**config.mk**
```make
export PLATFORM = sky130hd
export DESIGN_NAME = alu_execute_unit
export DESIGN_NICKNAME = d
export VERILOG_FILES = /design/src/rtl/cpu_pkg.sv /design/src/rtl/iter_muldiv.sv /design/src/rtl/alu_execute_unit.sv
export SDC_FILE = /design/constraint.sdc
export NUM_CORES = 1
export LEC_CHECK = 0
export ABC_AREA = 1
export CORE_MARGIN = 2
export CORE_UTILIZATION = 62
export DETAILED_ROUTE_END_ITERATION = 10
export GPL_ROUTABILITY_DRIVEN = 1
export PLACE_DENSITY = 0.85
export SYNTH_ARGS = -nofsm -noshare
export SYNTH_HDL_FRONTEND = slang
export SYNTH_HIERARCHICAL = 1
export SYNTH_SLANG_ARGS = --single-unit
```
**constraint.sdc**
```tcl
create_clock -name Clock -period 4.3 [get_ports Clock]
set_input_delay 0.86 -clock Clock [delete_from_list [all_inputs] [get_ports Clock]]
set_output_delay 0.86 -clock Clock [all_outputs]
set_load 0.01 [all_outputs]
```
**src/rtl/cpu_pkg.sv**
```systemverilog
// Shared definitions for the 16-bit, 4-register CPU: opcodes, execute-stage
// state encoding and datapath widths.
package cpu_pkg;

  localparam int WORD_W    = 16;
  localparam int REG_IDX_W = 2;
  localparam int OP_W      = 3;

  typedef enum logic [OP_W-1:0] {
    ALU_ADD  = 3'b000,
    ALU_SUB  = 3'b001,
    ALU_AND  = 3'b010,
    ALU_OR   = 3'b011,
    ALU_SLT  = 3'b100,
    ALU_MUL  = 3'b101,
    ALU_DIVU = 3'b110,
    ALU_REMU = 3'b111
  } alu_op_t;

  typedef enum logic [1:0] {
    ST_IDLE = 2'd0,
    ST_ITER = 2'd1,
    ST_DONE = 2'd2
  } exec_state_t;

  // Divide by zero bypasses the iterator and resolves in one cycle.
  function automatic logic is_iterative(input alu_op_t op, input logic b_zero);
    return (op == ALU_MUL) || (((op == ALU_DIVU) || (op == ALU_REMU)) && !b_zero);
  endfunction

endpackage

```
**src/rtl/iter_muldiv.sv**
```systemverilog
// Iterative shift-add multiplier and restoring unsigned divider, one bit per
// step. Outputs are the values produced by the step taken this cycle.
module iter_muldiv #(
  parameter int W = 16
) (
  input  logic         clk,
  input  logic         rst,
  input  logic         load,
  input  logic         step,
  input  logic         is_div,
  input  logic [W-1:0] a,
  input  logic [W-1:0] b,
  output logic         last_step,
  output logic [W-1:0] product,
  output logic [W-1:0] quotient,
  output logic [W-1:0] remainder
);

  localparam int CNT_W = $clog2(W);

  logic [CNT_W-1:0] count;
  logic [W-1:0]     acc;
  logic [W-1:0]     mcand;
  logic [W-1:0]     mplier;
  logic [W-1:0]     rem;
  logic [W-1:0]     quo;
  logic [W-1:0]     divisor;
  logic [W:0]       rem_shift;
  logic [W-1:0]     diff;
  logic             q_bit;

  // When the trial subtraction succeeds the true difference is below the
  // divisor, so the low W bits of the wrapped subtraction are exact.
  always_comb begin
    rem_shift = {rem, quo[W-1]};
    q_bit     = (rem_shift >= {1'b0, divisor});
    diff      = rem_shift[W-1:0] - divisor;
    remainder = q_bit ? diff : rem_shift[W-1:0];
    quotient  = {quo[W-2:0], q_bit};
    product   = acc + (mplier[0] ? mcand : '0);
  end

  assign last_step = (count == '0);

  always_ff @(posedge clk or posedge rst) begin
    if (rst)
      count <= '0;
    else if (load)
      count <= CNT_W'(W - 1);
    else if (step && (count != '0))
      count <= count - 1'b1;
  end

  always_ff @(posedge clk) begin
    if (load) begin
      acc     <= '0;
      mcand   <= a;
      mplier  <= b;
      rem     <= '0;
      quo     <= a;
      divisor <= b;
    end else if (step) begin
      if (is_div) begin
        rem <= remainder;
        quo <= quotient;
      end else begin
        acc    <= product;
        mcand  <= mcand << 1;
        mplier <= mplier >> 1;
      end
    end
  end

endmodule

```
**src/rtl/alu_execute_unit.sv**
```systemverilog
// Execute stage: single-cycle ALU plus iterative MUL/DIVU/REMU behind a
// start/busy/done handshake; drives the register-file write port.
module alu_execute_unit
  import cpu_pkg::*;
#(
  parameter int WIDTH = WORD_W
) (
  input  logic                 Clock,
  input  logic                 Reset,
  input  logic                 Start,
  input  logic [OP_W-1:0]      AluOp,
  input  logic [WIDTH-1:0]     OperandA,
  input  logic [WIDTH-1:0]     OperandB,
  input  logic [REG_IDX_W-1:0] DestIn,
  output logic                 Busy,
  output logic                 Done,
  output logic                 RegWrite,
  output logic [WIDTH-1:0]     Result,
  output logic [REG_IDX_W-1:0] DestOut,
  output logic                 Zero,
  output logic                 DivByZero
);

  exec_state_t      state;
  exec_state_t      state_next;
  alu_op_t          op_in;
  alu_op_t          op_q;
  logic             accept;
  logic             b_zero;
  logic             iterative;
  logic [WIDTH-1:0] simple_res;
  logic [WIDTH-1:0] iter_res;
  logic             last_step;
  logic [WIDTH-1:0] product;
  logic [WIDTH-1:0] quotient;
  logic [WIDTH-1:0] remainder;

  function automatic logic [WIDTH-1:0] alu_simple(input alu_op_t op,
                                                  input logic [WIDTH-1:0] a,
                                                  input logic [WIDTH-1:0] b);
    logic signed [WIDTH-1:0] sa;
    logic signed [WIDTH-1:0] sb;
    sa = a;
    sb = b;
    case (op)
      ALU_ADD:  return a + b;
      ALU_SUB:  return a - b;
      ALU_AND:  return a & b;
      ALU_OR:   return a | b;
      ALU_SLT:  return {{(WIDTH-1){1'b0}}, (sa < sb)};
      ALU_DIVU: return '1;
      ALU_REMU: return a;
      default:  return '0;
    endcase
  endfunction

  assign op_in      = alu_op_t'(AluOp);
  assign accept     = Start && (state == ST_IDLE);
  assign b_zero     = (OperandB == '0);
  assign iterative  = is_iterative(op_in, b_zero);
  assign simple_res = alu_simple(op_in, OperandA, OperandB);
  assign iter_res   = (op_q == ALU_MUL)  ? product  :
                      (op_q == ALU_DIVU) ? quotient : remainder;

  iter_muldiv #(.W(WIDTH)) u_iter (
    .clk       (Clock),
    .rst       (Reset),
    .load      (accept && iterative),
    .step      (state == ST_ITER),
    .is_div    (op_q != ALU_MUL),
    .a         (OperandA),
    .b         (OperandB),
    .last_step (last_step),
    .product   (product),
    .quotient  (quotient),
    .remainder (remainder)
  );

  always_ff @(posedge Clock or posedge Reset) begin
    if (Reset)
      state <= ST_IDLE;
    else
      state <= state_next;
  end

  always_comb begin
    state_next = state;
    case (state)
      ST_IDLE: if (accept) state_next = iterative ? ST_ITER : ST_DONE;
      ST_ITER: if (last_step) state_next = ST_DONE;
      ST_DONE: state_next = ST_IDLE;
      default: state_next = ST_IDLE;
    endcase
  end

  assign Busy     = (state != ST_IDLE);
  assign Done     = (state == ST_DONE);
  assign RegWrite = Done;

  // Result and its flags only change on a single-cycle accept or the final step.
  always_ff @(posedge Clock or posedge Reset) begin
    if (Reset) begin
      op_q      <= ALU_ADD;
      Result    <= '0;
      DestOut   <= '0;
      Zero      <= 1'b0;
      DivByZero <= 1'b0;
    end else if (accept) begin
      op_q    <= op_in;
      DestOut <= DestIn;
      if (!iterative) begin
        Result    <= simple_res;
        Zero      <= (simple_res == '0);
        DivByZero <= ((op_in == ALU_DIVU) || (op_in == ALU_REMU)) && b_zero;
      end
    end else if ((state == ST_ITER) && last_step) begin
      Result    <= iter_res;
      Zero      <= (iter_res == '0);
      DivByZero <= 1'b0;
    end
  end

endmodule

```
== Yosys cells after proc, flatten, opt, wreduce, memory -nomap -nowiden ==
Cells that the tools add are included.

* Bits of input ports: 40
* Register bits after elaboration: 125
* Output and inout port bits: 23

* Equality and inequality tests: 16
* $add $sub $neg: 5
* Reductions and logical operators: 27
* Mux-type cells: 29
* Magnitude comparators: 2
* Bitwise logic cells: 3

{| class="wikitable"
|+ Operators with widths
! cell !! number
|-
| two-way mux 16 bit || 16
|-
| one-hot mux 16 bit (7 select lines) || 1
|-
| zero test 16 bit || 3
|-
| adder 16 bit || 2
|-
| subtractor 16 bit || 2
|-
| equality test 3 bit, second input constant || 6
|-
| >= comparator 17 x 16 -> 1 bit || 1
|-
| bitwise AND 16 bit || 1
|-
| < comparator 16 bit || 1
|-
| OR 16 bit || 1
|-
| AND reduction 2 bit || 6
|-
| nonzero test 2 bit || 5
|-
| two-way mux 4 bit || 2
|-
| equality test 3 x 2 -> 1 bit, second input constant || 2
|-
| logical AND 1 bit || 6
|-
| two-way mux 1 bit || 6
|-
| two-way mux 2 bit || 3
|-
| != test 2 bit, second input constant || 3
|-
| zero test 4 bit || 1
|-
| one-hot mux 2 bit (2 select lines) || 1
|-
| nonzero test 4 bit || 1
|-
| subtractor 4 x 1 -> 4 bit, second input constant || 1
|-
| equality test 3 x 1 -> 1 bit, second input constant || 1
|-
| zero test 3 bit || 1
|-
| 8 further kinds || 9
|}

== Logic depth before layout (Yosys ltp) ==
Gate-level depths: netlist (run 1).

* Word-level depth: 7
* Gate-level depth with buffers: 23

== By module ==
Netlist (run 1), hierarchy kept.

{| class="wikitable"
|+ Modules (own cells, without submodules)
! module !! area each (µm²) !! instances !! cells an instance
|-
| iter_muldiv || 6160.9 || 1 || 818
|-
| alu_execute_unit || 4540.6 || 1 || 800
|}

== Worst setup path after synthesis (run 1) ==
No wires, ideal clock.

* Path kind: input to register
* From: input port AluOp[0]
* To: register u_iter.mcand[0], enable pin
* Arrival: 3583 ps
* Path slack: 330 ps
* Cell stages on the path: 11
* Setup time: 387 ps
* Cell sequence: inv_1 -> nand2_4 -> nor2_4 -> inv_1 -> a21oi_1 -> nor2_1 -> nor2_1 -> clkbuf_1 -> nor2_1 -> clkbuf_1 -> inv_1

* Cells in the longest elaborated chain, start to end: 7

{| class="wikitable"
|+ Ends and longest elaborated chain
! element !! line !! source
|-
| start: declaration || alu_execute_unit.sv:11 || <nowiki>input logic [OP_W-1:0] AluOp,</nowiki>
|-
| equality test 3 bit || cpu_pkg.sv:28 || <nowiki>return (op == ALU_MUL) || (((op == ALU_DIVU) || (op == ALU_REMU)) && !b_zero);</nowiki>
|-
| logical OR 1 bit || cpu_pkg.sv:28 ||
|-
| logical AND 1 bit || cpu_pkg.sv:28 ||
|-
| logical OR 1 bit * || cpu_pkg.sv:28 ||
|-
| logical AND 1 bit * || alu_execute_unit.sv:68 || <nowiki>.load (accept && iterative),</nowiki>
|-
| != test 2 x 1 -> 1 bit (no line) or nonzero test 2 bit (tied branches) || -- ||
|-
| AND reduction 2 bit (no line) * || -- ||
|-
| end signal: assignment || iter_muldiv.sv:68 || <nowiki>mcand <= mcand << 1;</nowiki>
|-
| end: declaration || iter_muldiv.sv:23 || <nowiki>logic [W-1:0] mcand;</nowiki>
|}

Mark *: on every way between the ends. The rest lies on a longest branch, timed or not.
A chain may end at the register's enable or synchronous reset.

== Final worst setup path (run 1) ==
* From: register u_iter.mplier[0]
* To: register Zero

* Cells in the longest elaborated chain, start to end: 6

{| class="wikitable"
|+ Ends and longest elaborated chain
! element !! line !! source
|-
| start: declaration || iter_muldiv.sv:24 || <nowiki>logic [W-1:0] mplier;</nowiki>
|-
| start signal: assignment || iter_muldiv.sv:69 || <nowiki>mplier <= mplier >> 1;</nowiki>
|-
| two-way mux 16 bit || iter_muldiv.sv:40 || <nowiki>product = acc + (mplier[0] ? mcand : '0);</nowiki>
|-
| adder 16 bit || iter_muldiv.sv:40 ||
|-
| via product[8] || alu_execute_unit.sv:34 || <nowiki>logic [WIDTH-1:0] product;</nowiki>
|-
| two-way mux 16 bit || alu_execute_unit.sv:62 || <nowiki>assign iter_res = (op_q == ALU_MUL) ? product :</nowiki>
|-
| zero test 16 bit || alu_execute_unit.sv:118 || <nowiki>Zero <= (iter_res == '0);</nowiki>
|-
| two-way mux 1 bit || alu_execute_unit.sv:116 || <nowiki>end else if ((state == ST_ITER) && last_step) begin</nowiki>
|-
| two-way mux 1 bit || alu_execute_unit.sv:108 || <nowiki>end else if (accept) begin</nowiki>
|-
| end signal: assignment || alu_execute_unit.sv:113 || <nowiki>Zero <= (simple_res == '0);</nowiki>
|-
| end signal: assignment || alu_execute_unit.sv:118 ||
|-
| end: declaration || alu_execute_unit.sv:20 || <nowiki>output logic Zero,</nowiki>
|}

The timed path passes the listed nets, and every way through them passes these cells. The select of a mux whose other input is x is not followed.

==> results.toml, run 1 <==
[run_status]
status = "complete, no violations"

[flow_run]
maxCapViolCount = 0

[timing]
fin_skew_ns = 0.0110
timing.final.crit_share_pct = 89.4
fin_setup_tns_ns = 0
worst_pin_slew_ns = 1.15
slew_headroom_pct = 23.3
fin_crit_ns = 3.84
timing.final.ws_setup_ns = 0.455
rsz0062_at_grt = "false"
finalSetupViolCount = 0
slew_viol_final = 0
fmax_mhz = 260
hold_viol = 0

[drt]
drtPass1Iterations = 7
via_per_inst = 5.68
antenna_left = 0
wl_per_cell_um = 17.6
drc = 0
via_count = 10773
drt_iter0_drc = 1303
drt_wl_total_um = 33500

[logic_synthesis]
yosysSeqAreaShare_pct = 30.7
ys_warn_count = 6
syn_inst = 1618
syn_nets = 1751
synth_cell_types = 53
mappedNetlistArea_um2 = 10700
syn_area_per_cell_um2 = 6.61
synth-edff-count = 64
synth_top_flop_cell = "edfxtp_1"
async_flop_share_pct = 23.2
synth-seq-cells = 125

[floorplan]
die_area_um2 = 18300
die_height_um = 135
die_x_um = 135
fp-row-count = 48
fp.coreArea_um2 = 17100
io_pins = 63
start_util_pct = 62.7

[placed_design]
pre_cts_ws_ns = 0.421
hpwlAfterDp_um = 26000
placed_area_um2 = 11400
routabilityCongestion = 1.02
port_buffers = 62

[worst_setup_path]
worstRegToRegCells = 20
r2r-end = "Zero$_DFFE_PP0P_"
cp-startpoint = "u_iter/mplier[0]$_DFFE_PP_"
cp-endpoint = "Zero$_DFFE_PP0P_"
regToRegStartpoint = "u_iter/mplier[0]$_DFFE_PP_"
critPathCaptureType = "register"
setup.worst_path.class = "reg -> reg"
regToRegSetupSlack_ns = 0.46
critPathRequiredTime_ns = 4.62
crit_arrival_ns = 4.16
startpoint_type = "register"
path_max_fanout = 16

[clocking]
cts_htree_levels = 4
post_cts_buffers = 0
clkSinkCount = 125
clkTransAtPathRegs_ns = 0.06
ctsHoldBuffers = 0
cts-buffers-inserted = 17
cts_tree = "yes"
cts_root_buffer = "clkbuf_16"
clk_latency_ns = 0.43
clock_path_buffers = 2
cts_resized = 0

[final_layout]
final_area_um2 = 11900
finalNetCount = 1791
antenna_cells = 0
drive_gt1_share_pct = 5.69
syn_to_final_growth_pct = 11.5
n_fill_cell = 1505

[hold_path]
hp-class = "reg -> reg"

[global_route]
grt_pass1_vias = 10057
antenna_found_initial = 0
grt_max_degree = 51
overflow = 0
track_usage_pct = 37.1
grt_pass1_wl_um = 52200

[pwr]
p_leak_nw = 6.34
ir_worst_vdd_mv = 0.369
p_per_area_nw_per_um2 = 556
power_mw = 6.64
## worst max-delay path: stages, from the launching register on
cell and delay (ns):
edfxtp_1 0.73, nand2_1 0.11, inv_1 0.11, ha_1 0.20, fa_1 0.27, nand2_1 0.08, nand2_1 0.06, o21ai_0 0.16
o21ai_0 0.48, nand3_1 0.17, nand3b_1 0.15, and2_1 0.15, inv_1 0.04, o21ai_0 0.43, nor2_1 0.11, nand3_1 0.10
nor2_1 0.05, nand2_1 0.06, nand2_1 0.07, nor2_1 0.16, nor2_1 0.05
## Yosys cell counts (all sizes together) (2+ instances only)
cell    instances  area share [%]
nand4          13            0.76
o21ai          68             3.3
nand2         598              22
nand3b         10            0.70
edfxtp         64              18
a21o            2            0.14
and2           11            0.64
clkbuf         23            0.83
xnor2           9            0.74
nor3           13            0.71
or2             6            0.35
o21a            2            0.14
a22o            3            0.25
dfxtp          32             6.0
fa              4            0.75
o22ai           6            0.35
nor2          150             5.4
o21bai          4            0.28
a31oi           2            0.12
a21oi          55             2.6
o211ai          7            0.49
inv           230             8.1
dfrtp          29             6.8
buf            36             2.5
ha             89              10
a211oi          7            0.49
xor2            8            0.65
nand3         128             6.4
## worst min path at each step
stage / from / endpoint / slack [ns] / depth (start not counted)
floorplan: u_iter/acc[12]$_SDFFE_PP0P_ / u_iter/acc[12]$_SDFFE_PP0P_ / 0.43 / 2
global placement: u_iter/acc[10]$_SDFFE_PP0P_ / u_iter/acc[10]$_SDFFE_PP0P_ / 0.44 / 2
detailed placement: u_iter/acc[9]$_SDFFE_PP0P_ / u_iter/acc[9]$_SDFFE_PP0P_ / 0.45 / 2
CTS: u_iter/acc[13]$_SDFFE_PP0P_ / u_iter/acc[13]$_SDFFE_PP0P_ / 0.46 / 2
global route: u_iter/acc[13]$_SDFFE_PP0P_ / u_iter/acc[13]$_SDFFE_PP0P_ / 0.48 / 2
finish: u_iter/acc[13]$_SDFFE_PP0P_ / u_iter/acc[13]$_SDFFE_PP0P_ / 0.46 / 2
## power by group
part           internal (mW)  switching (mW)
clock                  0.744           0.584
sequential              1.70           0.238
combinational           1.15            2.22
## registers in the layout, summed over array words and instances, names as in the netlist
| signal | count |
|---|---|
| u_iter/mplier | 16 |
| u_iter/quo | 16 |
| Zero | 1 |
| u_iter/mcand | 16 |
| state | 2 |
| u_iter/divisor | 16 |
| DivByZero | 1 |
| Result | 16 |
| u_iter/acc | 16 |
| u_iter/rem | 16 |
| u_iter/count | 4 |
| op_q | 3 |
| DestOut | 2 |
## final cells by class
class	count	area (um2)	area share [%]
Multi-Input combinational cell	1203	6200	51.9
Sequential cell	125	3290	27.6
Inverter	231	867	7.27
Clock buffer	17	425	3.57
Tap cell	225	282	2.36
Clock inverter	15	115	0.965
Timing Repair Buffer	80	756	6.34
## layout by cell type, fill, tap and decap left out, types with 5 or more instances in the layout
cell type	n
a211oi_1	7
a21oi_1	54
and2_1	11
buf_4	18
clkbuf_16	17
clkdlybuf4s50_1	62
dfrtp_1	29
dfxtp_1	32
edfxtp_1	64
ha_1	89
inv_1	225
inv_2	5
nand2_1	583
nand2_2	11
nand3_1	120
nand3_2	8
nand3b_1	10
nand4_1	13
nor2_1	145
nor3_1	12
o211ai_1	7
o21ai_0	63
o22ai_1	6
or2_2	5
xnor2_1	9
xor2_1	8
## stage by stage
| step | utilization [%] | hold slack, ns | std cells |
|---|---|---|---|
| after floorplan | - | 0.432 | 1618 |
| after global placement | 66.8 | 0.444 | 1864 |
| after detailed placement | 66.8 | 0.448 | 1864 |
| after CTS | 69.9 | 0.460 | 1896 |
| after global routing | 69.9 | 0.476 | 1896 |
| final | 69.9 | 0.458 | 1896 |
## cells by family after synthesis
logic type,share of synthesized area (%)
compound gates,8.66
xor+xnor,1.39
fa+ha+maj,11.2
buf+inv,11.4
flops,30.7
simple gates,36.6
## per-layer routing
metal	GRT usage [%]	vias up	part of all wire [%]
met5	0	-	0
met4	16.8	0	4.9
met3	6.10	118	8.5
met2	59.6	539	45
met1	49.4	4931	41
li1	-	5185	-
(Power assumes the default switching activity.)
==> run 2, diff against run 1 <==
PLACE_DENSITY = 0.8   (was 0.85)
==> run 2 against run 1 <==
  * Clock power rose by 3%
  * Die area did not move
  * Non-clock buffer count decreased by 4
  * Global-route usage is 0.85 points lower
  * Final area is essentially flat
  * First-iteration DRC count decreased by 18%
  * Final cell count fell by 0.21%
  * Core utilization barely moved
  * Combinational power is essentially flat
  * Largest cell class unchanged
  * Highest routed layer unchanged
==> results.toml, run 2 (synthesized netlist as in run 1, its figures left out) <==
[run_status]
status = "complete, no violations"

[clocking]
cts-buffers-inserted = 17
cts_htree_levels = 4
cts_tree = "yes"
cts_root_buffer = "clkbuf_16"
cts_resized = 0
clkTransAtPathRegs_ns = 0.06
clkSinkCount = 125
clk_latency_ns = 0.42
post_cts_buffers = 0
ctsHoldBuffers = 0
clock_path_buffers = 2

[final_layout]
multi_input_area_um2 = 6200
drive_gt1_share_pct = 5.40
final_area_um2 = 11900
fin_util_pct = 70.0
layout_common_cells = "nand2_1, inv_1, nor2_1"
n_fill_cell = 1503
final_cells = 1892
syn_to_final_growth_pct = 11.5
final_common_cell = "nand2_1"
seq_area_um2 = 3290
finalNetCount = 1787
antenna_cells = 0

[drt]
wl_per_cell_um = 17.1
drtPass1Iterations = 6
antenna_left = 0
via_per_inst = 5.62
drc = 0
via_count = 10637
drt_wl_total_um = 32400
drt_iter0_drc = 1062

[pwr]
p_per_area_nw_per_um2 = 559
ir_worst_vdd_mv = 0.372
p_leak_nw = 6.32

[timing]
worst_pin_slew_ns = 1.08
fin_crit_ns = 3.66
slew_viol_final = 0
hold_viol = 0
hold_slack_ns = 0.459
fmax_mhz = 273
rsz0062_at_grt = "false"
finalSetupViolCount = 0
fin_setup_tns_ns = 0
timing.final.crit_share_pct = 85.1
fin_skew_ns = 0.0129
slew_headroom_pct = 28.1

[worst_setup_path]
crit_arrival_ns = 4.01
path_max_fanout = 22
worstRegToRegCells = 23
critPathCaptureType = "register"
critPathRequiredTime_ns = 4.65
startpoint_type = "register"
setup.worst_path.class = "reg -> reg"

[floorplan]
fp-row-count = 48
io_pins = 63
fp.coreArea_um2 = 17100
start_util_pct = 62.7
die_area_um2 = 18300
die_x_um = 135
die_height_um = 135

[hold_path]
holdPathStages = 2
hp-class = "reg -> reg"

[flow_run]
maxCapViolCount = 0

[placed_design]
port_buffers = 62
hpwlAfterDp_um = 25700
placed_area_um2 = 11400
routabilityCongestion = 0.995
dp_cells = 1860

[global_route]
antenna_found_initial = 0
grt_pass1_wl_um = 51000
grt_pass1_vias = 9726
grt_max_degree = 49
track_usage_pct = 36.3
overflow = 0
## run 2: cell count changes in the layout (fill, tap and decap cells not counted), sizes merged
cell,previous run,this run
clkinv,8,5
clkbuf,17,18
bufinv,0,1
clkinvlp,2,4
buf,18,14
inv,236,235
## run 2: power by group
group	leakage, nW	total (mW)	internal (mW)	switching, mW
Sequential	1.22	1.94	1.70	0.232
Clock	0.264	1.37	0.804	0.565
Combinational	4.84	3.36	1.15	2.22
Total	6.32	6.67	3.65	3.01
## run 2: final cells by class
cell class / count / share of cell area [%]
inverters: 231 / 7.26
flip-flops and latches: 125 / 27.6
multi-input cells: 1203 / 51.9
repair buffers: 76 / 6.19
clock buffers: 18 / 3.60
clock inverters: 14 / 1.13
well taps: 225 / 2.36
## run 2: metal layers
| metal | global-route usage [%] | up-vias | wire length (um) |
|---|---|---|---|
| li1 | - | 5183 | - |
| met1 | 48.0 | 4884 | 13500 |
| met2 | 57.7 | 481 | 14600 |
| met3 | 6.25 | 89 | 2630 |
| met4 | 17.7 | 0 | 1700 |
| met5 | 0 | - | 0 |
## run 2: worst paths after layout
| path | start | slack (ns) | end |
|---|---|---|---|
| setup reg to reg | u_iter/divisor[2]$_DFFE_PP_ | 0.64 | Zero$_DFFE_PP0P_ |
| setup / recovery | u_iter/divisor[2]$_DFFE_PP_ | 0.64 | Zero$_DFFE_PP0P_ |
| max in group asynchronous | Reset | 2.72 | op_q[0]$_DFFE_PP0P_ |
| hold reg to reg | u_iter/acc[14]$_SDFFE_PP0P_ | 0.46 | u_iter/acc[14]$_SDFFE_PP0P_ |
| hold / removal | u_iter/acc[14]$_SDFFE_PP0P_ | 0.46 | u_iter/acc[14]$_SDFFE_PP0P_ |
| min in group asynchronous | Reset | 0.66 | u_iter/count[0]$_DFFE_PP0P_ |
## run 2: worst max-delay path, cell delays in order (launching register included)
cell and delay, ns:
edfxtp_1 0.42, inv_1 0.09, ha_1 0.41, nand2_1 0.10, nand2_1 0.06, nand2_1 0.06
nand2_1 0.05, nand2_1 0.05, nand3_2 0.11, nand2_2 0.15, nand2_4 0.30, inv_2 0.16
nand2_1 0.09, nand2_1 0.10, or2_2 0.31, o211ai_1 0.09, o21ai_0 0.32, nor2_1 0.19
nand3_1 0.08, nor2_1 0.11, nand2_1 0.06, nand2_1 0.09, nor2_1 0.06, nor2_1 0.09
## run 2: through the flow
stage | setup slack [ns] | total power [mW]
after floorplan | 0.330 | 4.23
after global placement | 0.397 | 5.14
after detailed placement | 0.377 | 5.19
after CTS | 0.740 | 6.60
after global routing | 0.462 | 7.11
final | 0.642 | 6.67
==> run 3, diff against run 2 <==
CTS_BUF_LIST = sky130_fd_sc_hd__clkbuf_16   (was not set)
==> run 3 against run 2 <==
  * Final cell count is the same
  * Clock skew up 0.00071 ns
  * Global-route usage stayed put
  * Critical path depth stayed put
  * Final area is the same
  * Worst setup slack better by 0.0070 ns
  * Critical path type unchanged
  * Largest cell class unchanged
==> results.toml, run 3 (synthesized netlist as in run 1, its figures left out) <==
[drt]
antenna_left = 0
via_count = 10645
drt_wl_total_um = 32400
drc = 0
wl_per_cell_um = 17.1
via_per_inst = 5.63
drt_iter0_drc = 1062
drtPass1Iterations = 5

[worst_setup_path]
setup.worst_path.class = "reg -> reg"
cp-startpoint = "u_iter/divisor[2]$_DFFE_PP_"
regToRegSetupSlack_ns = 0.65
cp-endpoint = "Zero$_DFFE_PP0P_"
slowest_stage = "edfxtp_1"
critPathCaptureType = "register"
path_max_fanout = 22
worstRegToRegCells = 23
cp_common_cell = "nand2_1"
crit_path_cell_trace = "inv_1, ha_1, nand2_1, nand2_1, nand2_1, nand2_1, nand2_1, nand3_2, nand2_2, nand2_4, inv_2, nand2_1, nand2_1, or2_2, o211ai_1, o21ai_0, nor2_1, nand3_1, nor2_1, nand2_1, nand2_1, nor2_1, nor2_1"
crit_path_max_incr_delay_ns = 0.42
r2r-end = "Zero$_DFFE_PP0P_"
regToRegStartpoint = "u_iter/divisor[2]$_DFFE_PP_"
startpoint_type = "register"
crit_arrival_ns = 4.00
critPathRequiredTime_ns = 4.65
path_buf_inv = 2
crit_family = "simple AND/OR/NAND/NOR gates"
path_depth = 23

[placed_design]
port_buffers = 62
routabilityCongestion = 0.995
pre_cts_ws_ns = 0.377
hpwlAfterDp_um = 25700

[timing]
fin_crit_ns = 3.65
timing.final.crit_share_pct = 84.9
finalSetupViolCount = 0
fin_skew_ns = 0.0136
rsz0062_at_grt = "false"
hold_viol = 0
timing.final.ws_setup_ns = 0.649
fin_setup_tns_ns = 0
worst_pin_slew_ns = 1.08
slew_headroom_pct = 28.1
fmax_mhz = 274
slew_viol_final = 0

[final_layout]
syn_to_final_growth_pct = 11.5
finalNetCount = 1787
n_fill_cell = 1503
antenna_cells = 0
layout_common_cells = "nand2_1, inv_1, nor2_1"
final_common_cell = "nand2_1"
drive_gt1_share_pct = 5.40

[flow_run]
maxCapViolCount = 0

[pwr]
swShare_pct = 45.2
clock_power_share_pct = 20.5
comb_power_share_pct = 50.5
switching_power_mw = 3.01
p_leak_nw = 6.33
internal-power_mw = 3.65
ir_worst_vdd_mv = 0.372
p_per_area_nw_per_um2 = 558
seq_power_share_pct = 29.1

[floorplan]
die_height_um = 135
io_pins = 63
start_util_pct = 62.7
fp.coreArea_um2 = 17100
die_area_um2 = 18300
die_x_um = 135
fp-row-count = 48

[clocking]
ctsHoldBuffers = 0
clkTransAtPathRegs_ns = 0.06
cts_htree_levels = 4
post_cts_buffers = 0
clk_latency_ns = 0.42
clock_path_buffers = 2
cts_root_buffer = "clkbuf_16"
cts_resized = 0
clkSinkCount = 125
cts_tree = "yes"
cts-buffers-inserted = 17

[global_route]
grt_max_degree = 49
grt_pass1_wl_um = 51000
grt_pass1_vias = 9726
overflow = 0
track_usage_pct = 36.3
antenna_found_initial = 0

[hold_path]
hp-class = "reg -> reg"

[run_status]
status = "complete, no violations"
[run 3: stage by stage]
stage                     instances  area (um2)  power (mW)  hold WS, ns  util [%]
after floorplan                1618       10700        4.23        0.432         -
after CTS                      1892       11900        6.60        0.462      70.0
final                          1892       11900        6.66        0.459      70.0
after detailed placement       1860       11400        5.19        0.450      66.7
after global placement         1860       11400        5.14        0.444      66.7
after global routing           1892       11900        7.11        0.476      70.0
[run 3: final cells by class]
class	instances	area [um2]	share of cell area (%)
Tap cell	225	282	2.36
Clock buffer	17	425	3.56
Inverter	231	867	7.26
Clock inverter	15	139	1.16
Multi-Input combinational cell	1203	6200	51.9
Sequential cell	125	3290	27.6
Timing Repair Buffer	76	738	6.19
[run 3: how the worst min path moves through the flow]
stage | start | to | slack, ns | cells past startpoint
after floorplan | u_iter/acc[12]$_SDFFE_PP0P_ | u_iter/acc[12]$_SDFFE_PP0P_ | 0.43 | 2
after global placement | u_iter/acc[10]$_SDFFE_PP0P_ | u_iter/acc[10]$_SDFFE_PP0P_ | 0.44 | 2
after detailed placement | u_iter/acc[14]$_SDFFE_PP0P_ | u_iter/acc[14]$_SDFFE_PP0P_ | 0.45 | 2
after CTS | u_iter/acc[14]$_SDFFE_PP0P_ | u_iter/acc[14]$_SDFFE_PP0P_ | 0.46 | 2
after global routing | u_iter/acc[13]$_SDFFE_PP0P_ | u_iter/acc[13]$_SDFFE_PP0P_ | 0.48 | 2
final | u_iter/acc[14]$_SDFFE_PP0P_ | u_iter/acc[14]$_SDFFE_PP0P_ | 0.46 | 2
[run 3: layer usage]
metal  vias up  global-route usage, %  share of wire, %
met5         -                      0                 0
met4         0                   17.7               5.2
met3        86                   6.25               8.2
met2       490                   57.7                45
met1      4884                   48.0                42
li1       5185                      -                 -
[run 3: worst reg2reg max path, delay by kind of cell (launching register included)]
family / cells / cell delay, ns
AO/OA/AOI/OAI: 2 / 0.40
AND/OR/NAND/NOR: 18 / 2.08
flip-flops: 1 / 0.42
adder cells (fa/ha/maj): 1 / 0.41
buffers and inverters: 2 / 0.26
[run 3: power by group through the flow]
stage,Sequential [mW],Combinational [mW],Clock [mW]
finish,1.94,3.36,1.36
CTS,1.93,3.29,1.38
global placement,1.94,3.21,0
global route,1.98,3.70,1.42
detailed placement,1.95,3.25,0
floorplan,1.92,2.31,0
